**config.mk**
```make
export PLATFORM = sky130hd
export DESIGN_NAME = uart_rx_core_cfg
export DESIGN_NICKNAME = d
export VERILOG_FILES = /design/src/rtl/uart_rx_core_cfg.sv
export SDC_FILE = /design/constraint.sdc
export NUM_CORES = 1
export LEC_CHECK = 0
export ABC_AREA = 1
export CAP_MARGIN = 25
export CORE_ASPECT_RATIO = 0.6
export CORE_UTILIZATION = 30
export DETAILED_ROUTE_END_ITERATION = 10
export PLACE_DENSITY = 0.48
export SLEW_MARGIN = 0
export SYNTH_ARGS = -nofsm -noshare
export SYNTH_HDL_FRONTEND = slang
export SYNTH_SLANG_ARGS = --single-unit
```
**constraint.sdc**
```tcl
create_clock -name CLK -period 4.9 [get_ports CLK]
set_clock_uncertainty 0.05 [all_clocks]
set_input_delay 1.225 -clock CLK [delete_from_list [all_inputs] [get_ports CLK]]
set_output_delay 1.225 -clock CLK [all_outputs]
set_load 0.05 [all_outputs]
```
**src/rtl/uart_rx_core_cfg.sv**
```systemverilog
// uart_rx_core_cfg: runtime-configurable UART receiver with
// majority-vote sampling, parity/stop checks and break detection.
module uart_rx_core_cfg #(
  parameter int DATA_W      = 9,
  parameter int PRESC_W     = 6,
  parameter int SYNC_STAGES = 2,
  parameter int LEN_W       = 4
) (
  input  logic               CLK,
  input  logic               RST,
  input  logic               RX_IN,
  input  logic [PRESC_W-1:0] Prescale,
  input  logic [LEN_W-1:0]   DATA_LEN,
  input  logic               PAR_EN,
  input  logic               PAR_TYP,
  input  logic               STOP2,
  output logic [DATA_W-1:0]  P_DATA,
  output logic               data_valid,
  output logic               par_err,
  output logic               stp_err,
  output logic               brk_det,
  output logic               busy
);
  localparam int BIT_W = LEN_W + 1;

  typedef enum logic [2:0] {
    S_IDLE, S_START, S_DATA, S_PARITY,
    S_STOP1, S_STOP2, S_BREAK
  } state_t;

  state_t             state, state_n;
  logic               rx_s;
  logic [PRESC_W-1:0] p_in, p_l, mid, edge_cnt;
  logic [LEN_W-1:0]   len_in, len_l;
  logic               par_en_l, par_typ_l, stop2_l;
  logic [BIT_W-1:0]   bit_idx;
  logic [DATA_W-1:0]  shreg;
  logic               s0, s1, vote;
  logic               pe_q, par_bit_q;
  logic               bit_end, vote_cyc, start, fin;
  logic               dv_n, pe_n, se_n, bk_n;

  generate
    if (SYNC_STAGES == 0) begin : g_nosync
      assign rx_s = RX_IN;
    end else begin : g_sync
      logic [SYNC_STAGES-1:0] sync_q;
      // synchronise the asynchronous line, idle-high after reset
      always_ff @(posedge CLK) begin
        if (RST) sync_q <= '1;
        else     sync_q <= (sync_q << 1) | SYNC_STAGES'(RX_IN);
      end
      assign rx_s = sync_q[SYNC_STAGES-1];
    end
  endgenerate

  // clamp the runtime config to legal frame formats
  always_comb begin
    p_in = {Prescale[PRESC_W-1:1], 1'b0};
    if (p_in < PRESC_W'(6)) p_in = PRESC_W'(6);
    len_in = DATA_LEN;
    if (DATA_LEN < LEN_W'(5))
      len_in = LEN_W'(5);
    else if (DATA_LEN > LEN_W'(DATA_W))
      len_in = LEN_W'(DATA_W);
  end

  assign mid      = p_l >> 1;
  assign bit_end  = (edge_cnt == p_l - PRESC_W'(1));
  assign vote_cyc = (edge_cnt == mid + PRESC_W'(1));
  assign vote     = (s0 & s1) | (s0 & rx_s) | (s1 & rx_s);
  assign start    = (state == S_IDLE) && !rx_s;

  // next-state and one-cycle result strobes
  always_comb begin
    state_n = state;
    fin     = 1'b0;
    dv_n    = 1'b0;
    pe_n    = 1'b0;
    se_n    = 1'b0;
    bk_n    = 1'b0;
    case (state)
      S_IDLE:
        if (!rx_s) state_n = S_START;
      S_START:
        if (vote_cyc && vote) state_n = S_IDLE;
        else if (bit_end)     state_n = S_DATA;
      S_DATA:
        if (bit_end && bit_idx == BIT_W'(len_l))
          state_n = par_en_l ? S_PARITY : S_STOP1;
      S_PARITY:
        if (bit_end) state_n = S_STOP1;
      S_STOP1:
        if (vote_cyc) begin
          if (!(stop2_l && vote)) fin = 1'b1;
        end else if (bit_end && stop2_l) begin
          state_n = S_STOP2;
        end
      S_STOP2:
        if (vote_cyc) fin = 1'b1;
      S_BREAK:
        if (rx_s) state_n = S_IDLE;
      default:
        state_n = S_IDLE;
    endcase
    if (fin) begin
      state_n = S_IDLE;
      if (vote) begin
        if (pe_q) pe_n = 1'b1;
        else      dv_n = 1'b1;
      end else if (shreg == '0 && !(par_en_l && par_bit_q)) begin
        bk_n    = 1'b1;
        state_n = S_BREAK;
      end else begin
        se_n = 1'b1;
      end
    end
  end

  // FSM state register
  always_ff @(posedge CLK) begin
    if (RST) state <= S_IDLE;
    else     state <= state_n;
  end

  // counters, sampler, deserializer, config latch and outputs
  always_ff @(posedge CLK) begin
    if (RST) begin
      p_l        <= PRESC_W'(6);
      len_l      <= LEN_W'(5);
      par_en_l   <= 1'b0;
      par_typ_l  <= 1'b0;
      stop2_l    <= 1'b0;
      edge_cnt   <= '0;
      bit_idx    <= '0;
      shreg      <= '0;
      s0         <= 1'b0;
      s1         <= 1'b0;
      pe_q       <= 1'b0;
      par_bit_q  <= 1'b0;
      P_DATA     <= '0;
      data_valid <= 1'b0;
      par_err    <= 1'b0;
      stp_err    <= 1'b0;
      brk_det    <= 1'b0;
      busy       <= 1'b0;
    end else begin
      data_valid <= dv_n;
      par_err    <= pe_n;
      stp_err    <= se_n;
      brk_det    <= bk_n;
      busy       <= (state_n != S_IDLE);
      if (dv_n) P_DATA <= shreg;
      if (edge_cnt == mid - PRESC_W'(1)) s0 <= rx_s;
      if (edge_cnt == mid)               s1 <= rx_s;
      if (start) begin
        p_l       <= p_in;
        len_l     <= len_in;
        par_en_l  <= PAR_EN;
        par_typ_l <= PAR_TYP;
        stop2_l   <= STOP2;
        edge_cnt  <= '0;
        bit_idx   <= '0;
        shreg     <= '0;
        pe_q      <= 1'b0;
        par_bit_q <= 1'b0;
      end else if (state != S_IDLE && state != S_BREAK) begin
        if (bit_end) begin
          edge_cnt <= '0;
          bit_idx  <= bit_idx + BIT_W'(1);
        end else begin
          edge_cnt <= edge_cnt + PRESC_W'(1);
        end
      end
      if (state == S_DATA && vote_cyc) begin
        for (int i = 0; i < DATA_W; i++)
          if (bit_idx == BIT_W'(i + 1)) shreg[i] <= vote;
      end
      if (state == S_PARITY && vote_cyc) begin
        par_bit_q <= vote;
        if (vote != ((^shreg) ^ par_typ_l)) pe_q <= 1'b1;
      end
    end
  end

endmodule

```
==> impl_metrics.tcl <==
set metrics [dict create \
    outcome "finished clean" \
    crit_top_cell "nand2_1" \
    core-area_sq_mm 0.00949 \
    tightest_slew_ns 0.785 \
    top_layer "met4" \
    port_buffers 28 \
    cp-start-kind "primary input" \
    slew_violations 0 \
    wl_met1_um 4900 \
    clock-sinks 55 \
    die_area_sq_mm 0.0105 \
    ant_nets 0 \
    grt_max_degree 19 \
    drv_cap 0 \
    grt_pass1_vias 2592 \
    cts_setup_buffers 0 \
    r2r_slack_ns 2.05 \
    synth.ff_latch_count 55 \
    cts_tree "yes" \
    gr-total-overflow 0 \
    routed_via_density 4.69 \
    max_slew_margin 0.474 \
    dr_total_vias 2858 \
    worstPathMaxFanout 18 \
    power_uw 924 \
    initial_core_util 0.319 \
    finalCritPeriodShare 0.587 \
    first_iter_violations 214 \
    ys_warn_count 0 \
    tns_ns 0 \
    cts_root_buf "clkbuf_16" \
    grt_pass1_wl_um 13600 \
    detail_route.drc_violations 0 \
    routedWlPerCell_um 13.5 \
    numCtsBuffers 5 \
    final_cell_area_sq_mm 0.00361 \
    fp.dieW_um 132 \
    routed_wl_um 8230 \
    hold_viol 0 \
    worstPathCellList "clkdlybuf4s50_1, buf_4, inv_1, nand2_1, clkinv_1, nand2_1, a211oi_1" \
    nets 506 \
    dr.pass1.iters 5 \
    syn_nets 474 \
    yosysSeqAreaShare 0.364 \
    wl_met2_um 2770 \
    gp_congestion 0.863 \
    postPlaceCellArea_sq_mm 0.00346 \
    syn_avg_cell_area_sq_um 6.77 \
    dr_wl_met3_um 474 \
    worstSetupPathType "primary input to register" \
    min_period_ns 2.88 \
    crit_path_end_kind "register" \
    dieHeight_um 79.8 \
    setup_violations 0 \
    worstPathRequired_ns 5.03 \
    synthToLayoutAreaGrowth_pct 19.4 \
    syn_area_sq_mm 0.00303 \
    grt_use_total 0.168 \
    rsz0062_at_grt "no" \
    ir_worst_vdd_v 0.000138 \
    slowest_delay_ns 0.46 \
    clkLatencyLatePin_ns 0.30 \
    post_cts_resized 0 \
    p_leak_nw 1.50 \
    antenna_found_initial 0 \
    clockBufferDepth 2 \
    syn_inst 447 \
    htree_num_levels 2 \
    fmax_mhz 348 \
    clk_pin_slew_ns 0.07 \
    p_per_area_mw_per_mm2 256 \
    crit_slowest_cell "clkdlybuf4s50_1" \
    hold_class "register to register" \
    rows 27 \
    ys_types 39 \
    dpl.hpwl_um 6540 \
    drive_gt1_frac 0.0583 \
    n_antenna_cell 0 \
    cts_hold_buf 0 \
    worstPathArrival_ns 3.00 \
    io_pins 30 \
]
[per-layer routing]
metal / vias up / track usage
li1: 1520 / -
met1: 1261 / 0.270
met2: 70 / 0.211
met3: 7 / 0.0368
met4: 0 / 0.0419
met5: - / 0
[sequential cells by signal, summed over array words and instances (netlist names), 2 cells and up]
register and flops:
shreg 9, p_l 5, edge_cnt 6, g_sync.sync_q 2, bit_idx 5, P_DATA 9, state 3, len_l 4
[placed cells by master, fill, tap and decap left out, types with 3 or more instances in the layout]
cell type / Yosys / routed
clkbuf_16: 0 / 5
dfxtp_1: 55 / 55
o21a_1: 4 / 4
xnor2_1: 6 / 6
inv_1: 58 / 58
nand4_1: 7 / 7
a21oi_1: 27 / 27
nand2_1: 117 / 117
nor2_1: 39 / 39
nor2_2: 3 / 3
nor4_1: 4 / 4
xor2_1: 4 / 4
o21ai_0: 22 / 22
clkdlybuf4s50_1: 0 / 28
ha_1: 11 / 11
inv_2: 6 / 6
nor3_1: 5 / 5
nand3_1: 46 / 46
[logic make-up (layout without fill, tap and decap cells)]
kind of cell               count (synthesis)  after routing  synth area share
DFF                                       55             55             0.364
buffers and inverters                     70            103            0.0881
and+or+nand+nor                          232            232             0.338
xor gates and xnor gates                  10             10            0.0289
AOI/OAI and AO/OA                         69             69             0.136
adders and majority gates                 11             11            0.0455
[metrics by stage]
stage	setup WS, ns	utilization	cells	hold slack, ns
after detailed placement	1.72	0.365	602	0.346
after global routing	1.73	0.381	610	0.407
after global placement	1.70	0.365	602	0.363
after floorplan	2.52	-	447	0.339
after CTS	2.03	0.381	610	0.384
final	2.02	0.381	610	0.381
[worst max-delay path: cells and delay by family]
family	cells	cell delay, ns
buffers and inverters	4	1.25
AND/OR/NAND/NOR	2	0.44
AO/OA/AOI/OAI	1	0.07
[worst paths after layout]
check,start,to,cells past startpoint
max,RST,edge_cnt[1],7
min,g_sync.sync_q[0],g_sync.sync_q[1],1
max reg2reg,p_l[1],shreg[1],13
min reg2reg,g_sync.sync_q[0],g_sync.sync_q[1],1
[final cells by class]
type / count / area, sq um
clock inverters: 1 / 8.76
clock buffers: 7 / 143
well taps: 130 / 163
fillers: 1019 / 5880
flip-flops and latches: 55 / 1100
inverters: 65 / 244
repair buffers: 30 / 295
multi-input cells: 322 / 1660
[where the power goes]
part | leakage [nW] | switching [mW] | internal, mW | total (mW)
sequential | 0.445 | 0.00810 | 0.454 | 0.462
combinational | 0.983 | 0.0537 | 0.0315 | 0.0852
clock | 0.0741 | 0.171 | 0.205 | 0.377
total | 1.50 | 0.233 | 0.691 | 0.924
[Yosys cell counts, drive strengths merged]
| cell type | number | area share |
|---|---|---|
| o21bai | 1 | 0.0025 |
| clkinv | 1 | 0.0012 |
| a32oi | 2 | 0.0058 |
| xor2 | 4 | 0.012 |
| nand4 | 7 | 0.014 |
| a21oi | 27 | 0.045 |
| or2 | 2 | 0.0041 |
| a31oi | 1 | 0.0041 |
| inv | 64 | 0.079 |
| o21a | 4 | 0.0099 |
| o22ai | 2 | 0.0041 |
| nand3 | 47 | 0.079 |
| a2111oi | 1 | 0.0029 |
| xnor2 | 6 | 0.017 |
| o31ai | 1 | 0.0025 |
| nor3 | 7 | 0.017 |
| o21ai | 24 | 0.043 |
| ha | 11 | 0.045 |
| nor2 | 42 | 0.055 |
| o211ai | 2 | 0.0050 |
| a22oi | 1 | 0.0025 |
| clkbuf | 4 | 0.0050 |
| nand3b | 2 | 0.0050 |
| nor3b | 1 | 0.0025 |
| dfxtp | 55 | 0.36 |
| a211oi | 1 | 0.0025 |
| nand2 | 120 | 0.15 |
| nor4 | 4 | 0.0083 |
| a22o | 2 | 0.0058 |
| buf | 1 | 0.0025 |
Note: power is estimated with default switching activity, not from simulation.
